**src/rtl/mem_port_arbiter_pkg.sv**
```systemverilog
// Shared types and constants for the fetch/data memory port arbiter.
package mem_port_arbiter_pkg;

    localparam int unsigned ADDR_W           = 32;
    localparam int unsigned DATA_W           = 32;
    localparam int unsigned STRB_W           = 4;
    localparam int unsigned STARVE_LIMIT_DEF = 4;

    typedef enum logic [1:0] {
        ST_IDLE   = 2'd0,
        ST_BUSY_I = 2'd1,
        ST_BUSY_D = 2'd2
    } arb_state_e;

    // Request fields latched at grant and presented on the shared memory port
    typedef struct packed {
        logic              wr;
        logic [ADDR_W-1:0] addr;
        logic [DATA_W-1:0] wdata;
        logic [STRB_W-1:0] strb;
    } mem_cmd_t;

endpackage

```
**src/rtl/mem_port_arbiter.sv**
```systemverilog
// Arbitrates the instruction-fetch and data-stage ports onto one memory port.
// Data wins by default; a saturating counter hands fetch the port once data
// has been granted STARVE_LIMIT times in a row while fetch was waiting.
module mem_port_arbiter
    import mem_port_arbiter_pkg::*;
#(
    parameter int unsigned STARVE_LIMIT = STARVE_LIMIT_DEF
)
(
    input  logic              clk,
    input  logic              reset,

    input  logic              i_req_arb_i,
    input  logic [ADDR_W-1:0] i_addr_arb_i,
    output logic              i_ack_arb_o,
    output logic [DATA_W-1:0] i_rdata_arb_o,

    input  logic              d_req_arb_i,
    input  logic              d_wr_arb_i,
    input  logic [ADDR_W-1:0] d_addr_arb_i,
    input  logic [DATA_W-1:0] d_wdata_arb_i,
    input  logic [STRB_W-1:0] d_strb_arb_i,
    output logic              d_ack_arb_o,
    output logic [DATA_W-1:0] d_rdata_arb_o,

    output logic              mem_req_arb_o,
    output logic              mem_wr_arb_o,
    output logic [ADDR_W-1:0] mem_addr_arb_o,
    output logic [DATA_W-1:0] mem_wdata_arb_o,
    output logic [STRB_W-1:0] mem_strb_arb_o,
    input  logic              mem_ack_arb_i,
    input  logic [DATA_W-1:0] mem_rdata_arb_i,

    output logic              stall_fetch_arb_o,
    output logic              stall_mem_arb_o
);

    localparam int unsigned CNT_W = (STARVE_LIMIT < 1) ? 1 : $clog2(STARVE_LIMIT + 1);

    arb_state_e        r_state;
    arb_state_e        w_state_nxt;
    mem_cmd_t          r_cmd;
    mem_cmd_t          w_cmd_nxt;
    logic [CNT_W-1:0]  r_starve_cnt;
    logic [CNT_W-1:0]  w_cnt_nxt;
    logic              r_mem_req;
    logic              r_i_ack;
    logic              r_d_ack;
    logic [DATA_W-1:0] r_i_rdata;
    logic [DATA_W-1:0] r_d_rdata;

    logic              w_turnaround;
    logic              w_i_pend;
    logic              w_d_pend;
    logic              w_starved;
    logic              w_i_done;
    logic              w_d_done;

    // No grant in a completion cycle: the acked owner cannot be re-granted and
    // holding off the other side too keeps the D-over-I priority deterministic.
    assign w_turnaround = r_i_ack | r_d_ack;
    assign w_i_pend     = i_req_arb_i & ~w_turnaround;
    assign w_d_pend     = d_req_arb_i & ~w_turnaround;
    assign w_starved    = (r_starve_cnt == CNT_W'(STARVE_LIMIT));

    // Next-state, grant selection and starvation counter update
    always_comb begin
        w_state_nxt = r_state;
        w_cmd_nxt   = r_cmd;
        w_cnt_nxt   = r_starve_cnt;
        w_i_done    = 1'b0;
        w_d_done    = 1'b0;
        case (r_state)
            ST_IDLE: begin
                if (w_d_pend && !(w_i_pend && w_starved)) begin
                    w_state_nxt = ST_BUSY_D;
                    w_cmd_nxt   = '{wr: d_wr_arb_i, addr: d_addr_arb_i,
                                    wdata: d_wdata_arb_i, strb: d_strb_arb_i};
                    if (i_req_arb_i && !w_starved) begin
                        w_cnt_nxt = r_starve_cnt + CNT_W'(1);
                    end
                end else if (w_i_pend) begin
                    w_state_nxt = ST_BUSY_I;
                    w_cmd_nxt   = '{wr: 1'b0, addr: i_addr_arb_i,
                                    wdata: '0, strb: '0};
                    w_cnt_nxt   = '0;
                end
            end
            ST_BUSY_I: begin
                if (mem_ack_arb_i) begin
                    w_state_nxt = ST_IDLE;
                    w_i_done    = 1'b1;
                end
            end
            ST_BUSY_D: begin
                if (mem_ack_arb_i) begin
                    w_state_nxt = ST_IDLE;
                    w_d_done    = 1'b1;
                end
            end
            default: begin
                w_state_nxt = ST_IDLE;
            end
        endcase
    end

    // State, latched command, counter and memory request register
    always_ff @(posedge clk or negedge reset) begin
        if (!reset) begin
            r_state      <= ST_IDLE;
            r_cmd        <= '0;
            r_starve_cnt <= '0;
            r_mem_req    <= 1'b0;
        end else begin
            r_state      <= w_state_nxt;
            r_cmd        <= w_cmd_nxt;
            r_starve_cnt <= w_cnt_nxt;
            r_mem_req    <= (w_state_nxt != ST_IDLE);
        end
    end

    // Completion pulses and read-data capture for the owning requester
    always_ff @(posedge clk or negedge reset) begin
        if (!reset) begin
            r_i_ack   <= 1'b0;
            r_d_ack   <= 1'b0;
            r_i_rdata <= '0;
            r_d_rdata <= '0;
        end else begin
            r_i_ack <= w_i_done;
            r_d_ack <= w_d_done;
            if (w_i_done) begin
                r_i_rdata <= mem_rdata_arb_i;
            end
            if (w_d_done && !r_cmd.wr) begin
                r_d_rdata <= mem_rdata_arb_i;
            end
        end
    end

    assign i_ack_arb_o       = r_i_ack;
    assign i_rdata_arb_o     = r_i_rdata;
    assign d_ack_arb_o       = r_d_ack;
    assign d_rdata_arb_o     = r_d_rdata;
    assign mem_req_arb_o     = r_mem_req;
    assign mem_wr_arb_o      = r_cmd.wr;
    assign mem_addr_arb_o    = r_cmd.addr;
    assign mem_wdata_arb_o   = r_cmd.wdata;
    assign mem_strb_arb_o    = r_cmd.strb;
    assign stall_fetch_arb_o = i_req_arb_i & ~r_i_ack;
    assign stall_mem_arb_o   = d_req_arb_i & ~r_d_ack;

endmodule

```
**config.mk**
```make
export PLATFORM = sky130hd
export DESIGN_NAME = mem_port_arbiter
export DESIGN_NICKNAME = d
export VERILOG_FILES = /design/src/rtl/mem_port_arbiter_pkg.sv /design/src/rtl/mem_port_arbiter.sv
export SDC_FILE = /design/constraint.sdc
export NUM_CORES = 1
export LEC_CHECK = 0
export ABC_AREA = 1
export CORE_AREA = 2 2 149 115
export CTS_CLUSTER_DIAMETER = 40
export DETAILED_ROUTE_END_ITERATION = 10
export DIE_AREA = 0 0 151 117
export PLACE_DENSITY_LB_ADDON = 0.3
export SLEW_MARGIN = 25
export SYNTH_ARGS = -nofsm -noshare
export SYNTH_HDL_FRONTEND = slang
export SYNTH_SLANG_ARGS = --single-unit
export TNS_END_PERCENT = 10
```
**constraint.sdc**
```tcl
create_clock -name clk -period 1.7 [get_ports clk]
set_clock_uncertainty 0.05 [all_clocks]
set_input_delay 0.34 -clock clk [delete_from_list [all_inputs] [get_ports clk]]
set_output_delay 0.34 -clock clk [all_outputs]
set_load 0.005 [all_outputs]
```
==> impl_metrics.csv <==
group,metric,value,unit
run_status,status,"finished clean",
timing,worstMarginPinSlew,0.331,ns
timing,rsz0062_at_grt,"yes",
power,pwr_density_cell,1640,nW/um^2
drt,routed_wl,17.6,mm
clocking,cts_tree,"built",
layout,antenna_cells,0,
clocking,cts_buffers,17,
setup_path,critical_path.endpoint_type,"output port",
timing,drv_slew,0,
synth,syn_area_per_cell,8.81,um^2
clocking,h-tree-depth,4,
drt,routed-via-count,5417,
placement,hpwl,12.2,mm
setup_path,r2r-end,"mem_addr_arb_o[8]",
floorplanning,start_util,0.360,
synth,yosys_warnings,0,
timing,finalCritPeriodShare,0.981,
grt,track_usage,0.196,
floorplanning,ios,276,
synth,synth-seq-area-share,0.601,
clocking,root_buffer,"clkbuf_16",
layout,drive_above_1_share,0.0805,
synth,synth_nets,811,
drt,initialDrtViolationCount,285,
setup_path,crit_chain,"clkdlybuf4s50_1",
timing,finalHoldViolCount,0,
synth,syn-cell-area,5870,um^2
setup_path,reg2reg_depth,8,
floorplanning,fp.dieH,117,um
layout,final_cell_mix,"nand2_1, clkdlybuf4s50_1, dfrtp_1, dlymetal6s2s_1, inv_1",
grt,overflow,0,
placement,io_buffers,275,
clocking,clk_pin_slew,0.07,ns
setup_path,max_stage_delay,0.52,ns
placement,dpl_cell_area,9050,um^2
drt,vias_per_cell,4.58,
job,maxCapViolCount,0,
clocking,clock_path_buffers,2,
layout,area_growth,68.6,%
setup_path,required,1.31,ns
setup_path,critical_path_buf_inv_count,1,
layout,fin_cells,1184,
floorplanning,die_area,17700,um^2
setup_path,cpMaxStageDelayCell,"clkdlybuf4s50_1",
clocking,clk_latency,0.41,ns
synth,yosys.cell_types.count,18,
setup_path,start_kind,"register",
synth,synth_seq_cells,141,
grt,antenna_found_initial,0,
setup_path,crit_fanout,2,
timing,min_period,1.67,ns
layout,final_core_util,0.607,
timing,setup_violations,0,
grt,grt_max_degree,66,
layout,stdcell_area,9910,um^2
clocking,clkSinkCount,141,
placement,place.gp.congestion,0.785,
timing,fmax,600,MHz
power,vdd_drop_max,0.000955,V
grt,grt_pass1_vias,5185,
layout,num-nets-final,1100,
floorplanning,design.core.area,16300,um^2
setup_path,critPathKind,"reg -> out",
synth,syn_inst,667,
timing,slew_headroom,0.779,
drt,wl_per_cell,14.8,um
setup_path,crit_family,"buffers and inverters",
drt,drtPass1Iterations,4,
power,p_leak,5.97,nW
setup_path,r2r-start,"d_ack_arb_o",
floorplanning,die_w,151,um
layout,fillers,1389,
floorplanning,rows,41,
timing,hold_ws,0.327,ns
grt,grt_pass1_wl,26.7,mm
drt,ant_nets,0,
setup_path,reg2reg_slack,0.06,ns
drt,drc_errors,0,
layout,final_common_cell,"nand2_1",
setup_path,cp.arrival,1.28,ns
placement,dp_cells,1147,
worst_hold_path,hold_path.class,"in -> async",
flip-flops by register name (all words and copies together), names as in the netlist:
signal           flops
i_ack_arb_o          1
r_state              2
r_starve_cnt         3
d_ack_arb_o          1
mem_addr_arb_o      32
d_rdata_arb_o       32
mem_wdata_arb_o     32
mem_strb_arb_o       4
mem_req_arb_o        1
i_rdata_arb_o       32
mem_wr_arb_o         1
through the flow:
step | total power [mW] | setup TNS [ns] | setup slack [ns]
2_1_floorplan | 8.61 | 0 | 0.108
3_3_place_gp | 13.0 | -7.44 | -0.173
3_5_place_dp | 13.1 | -8.10 | -0.172
4_1_cts | 16.7 | 0 | 0.000245
5_1_grt | 17.6 | -0.159 | -0.0566
6_report | 16.3 | 0 | 0.0326
cells by family (layout without fill, tap and decap cells):
family	after synthesis	after routing	share of synthesized area
buffers and inverters	120	422	0.0818
XOR/XNOR	1	1	0.00149
adder cells (fa/ha/maj)	6	6	0.0128
flip-flops	141	141	0.601
AND/OR/NAND/NOR	299	299	0.203
AO/OA/AOI/OAI	100	100	0.101
power by group:
group          leakage, nW  total, mW  internal (mW)  switching [mW]
combinational         3.91       6.88           3.57            3.32
clock                0.291       3.75           2.23            1.52
sequential            1.77       5.66           4.89           0.768
total                 5.97       16.3           10.7            5.60
cell usage after synthesis (all sizes together):
| cell | count | area (um^2) |
|---|---|---|
| o21ai | 68 | 352 |
| clkbuf | 22 | 82.6 |
| o211ai | 32 | 240 |
| nand3 | 44 | 220 |
| nor2 | 6 | 32.5 |
| xor2 | 1 | 8.76 |
| dfrtp | 141 | 3530 |
| nand2 | 249 | 937 |
| inv | 83 | 312 |
| ha | 6 | 75.1 |
| buf | 15 | 86.3 |
worst max-delay path by stage:
stage	start	end	slack [ns]	depth (start not counted)
after floorplan	r_state[0]	mem_wdata_arb_o[0]	0.11	9
after global placement	d_req_arb_i	mem_addr_arb_o[3]	-0.17	8
after detailed placement	i_req_arb_i	stall_fetch_arb_o	-0.17	4
after CTS	mem_wdata_arb_o[14]	mem_wdata_arb_o[14]	0.0002	1
after global routing	d_ack_arb_o	mem_addr_arb_o[8]	-0.06	8
final	i_rdata_arb_o[31]	i_rdata_arb_o[31]	0.03	1
routing by layer:
| layer | part of all wire | up-vias | global-route usage |
|---|---|---|---|
| met5 | 0 | - | 0 |
| met4 | 0.012 | 0 | 0.0505 |
| met3 | 0.10 | 17 | 0.0860 |
| met2 | 0.46 | 194 | 0.316 |
| met1 | 0.42 | 2530 | 0.244 |
| li1 | - | 2676 | - |
layout make-up:
type                            count  area, um^2  share of cell area
Timing Repair Buffer              307        3310               0.334
Tap cell                          215         269              0.0272
Sequential cell                   141        3530               0.356
Clock inverter                     14         160              0.0162
Inverter                           83         312              0.0314
Multi-Input combinational cell    406        1890               0.191
Clock buffer                       18         439              0.0443
what timing repair did:
action / in CTS / in global routing
setup endpoints to repair: 42 / 153
pin swaps: 0 / 2
resized for setup: 42 / 93
cloned: 0 / 2
hold buffers: 1 / 0
buffers inserted: 2 / 0
hold endpoints to repair: 25 / 0
Note: power is estimated with default switching activity, not from simulation.
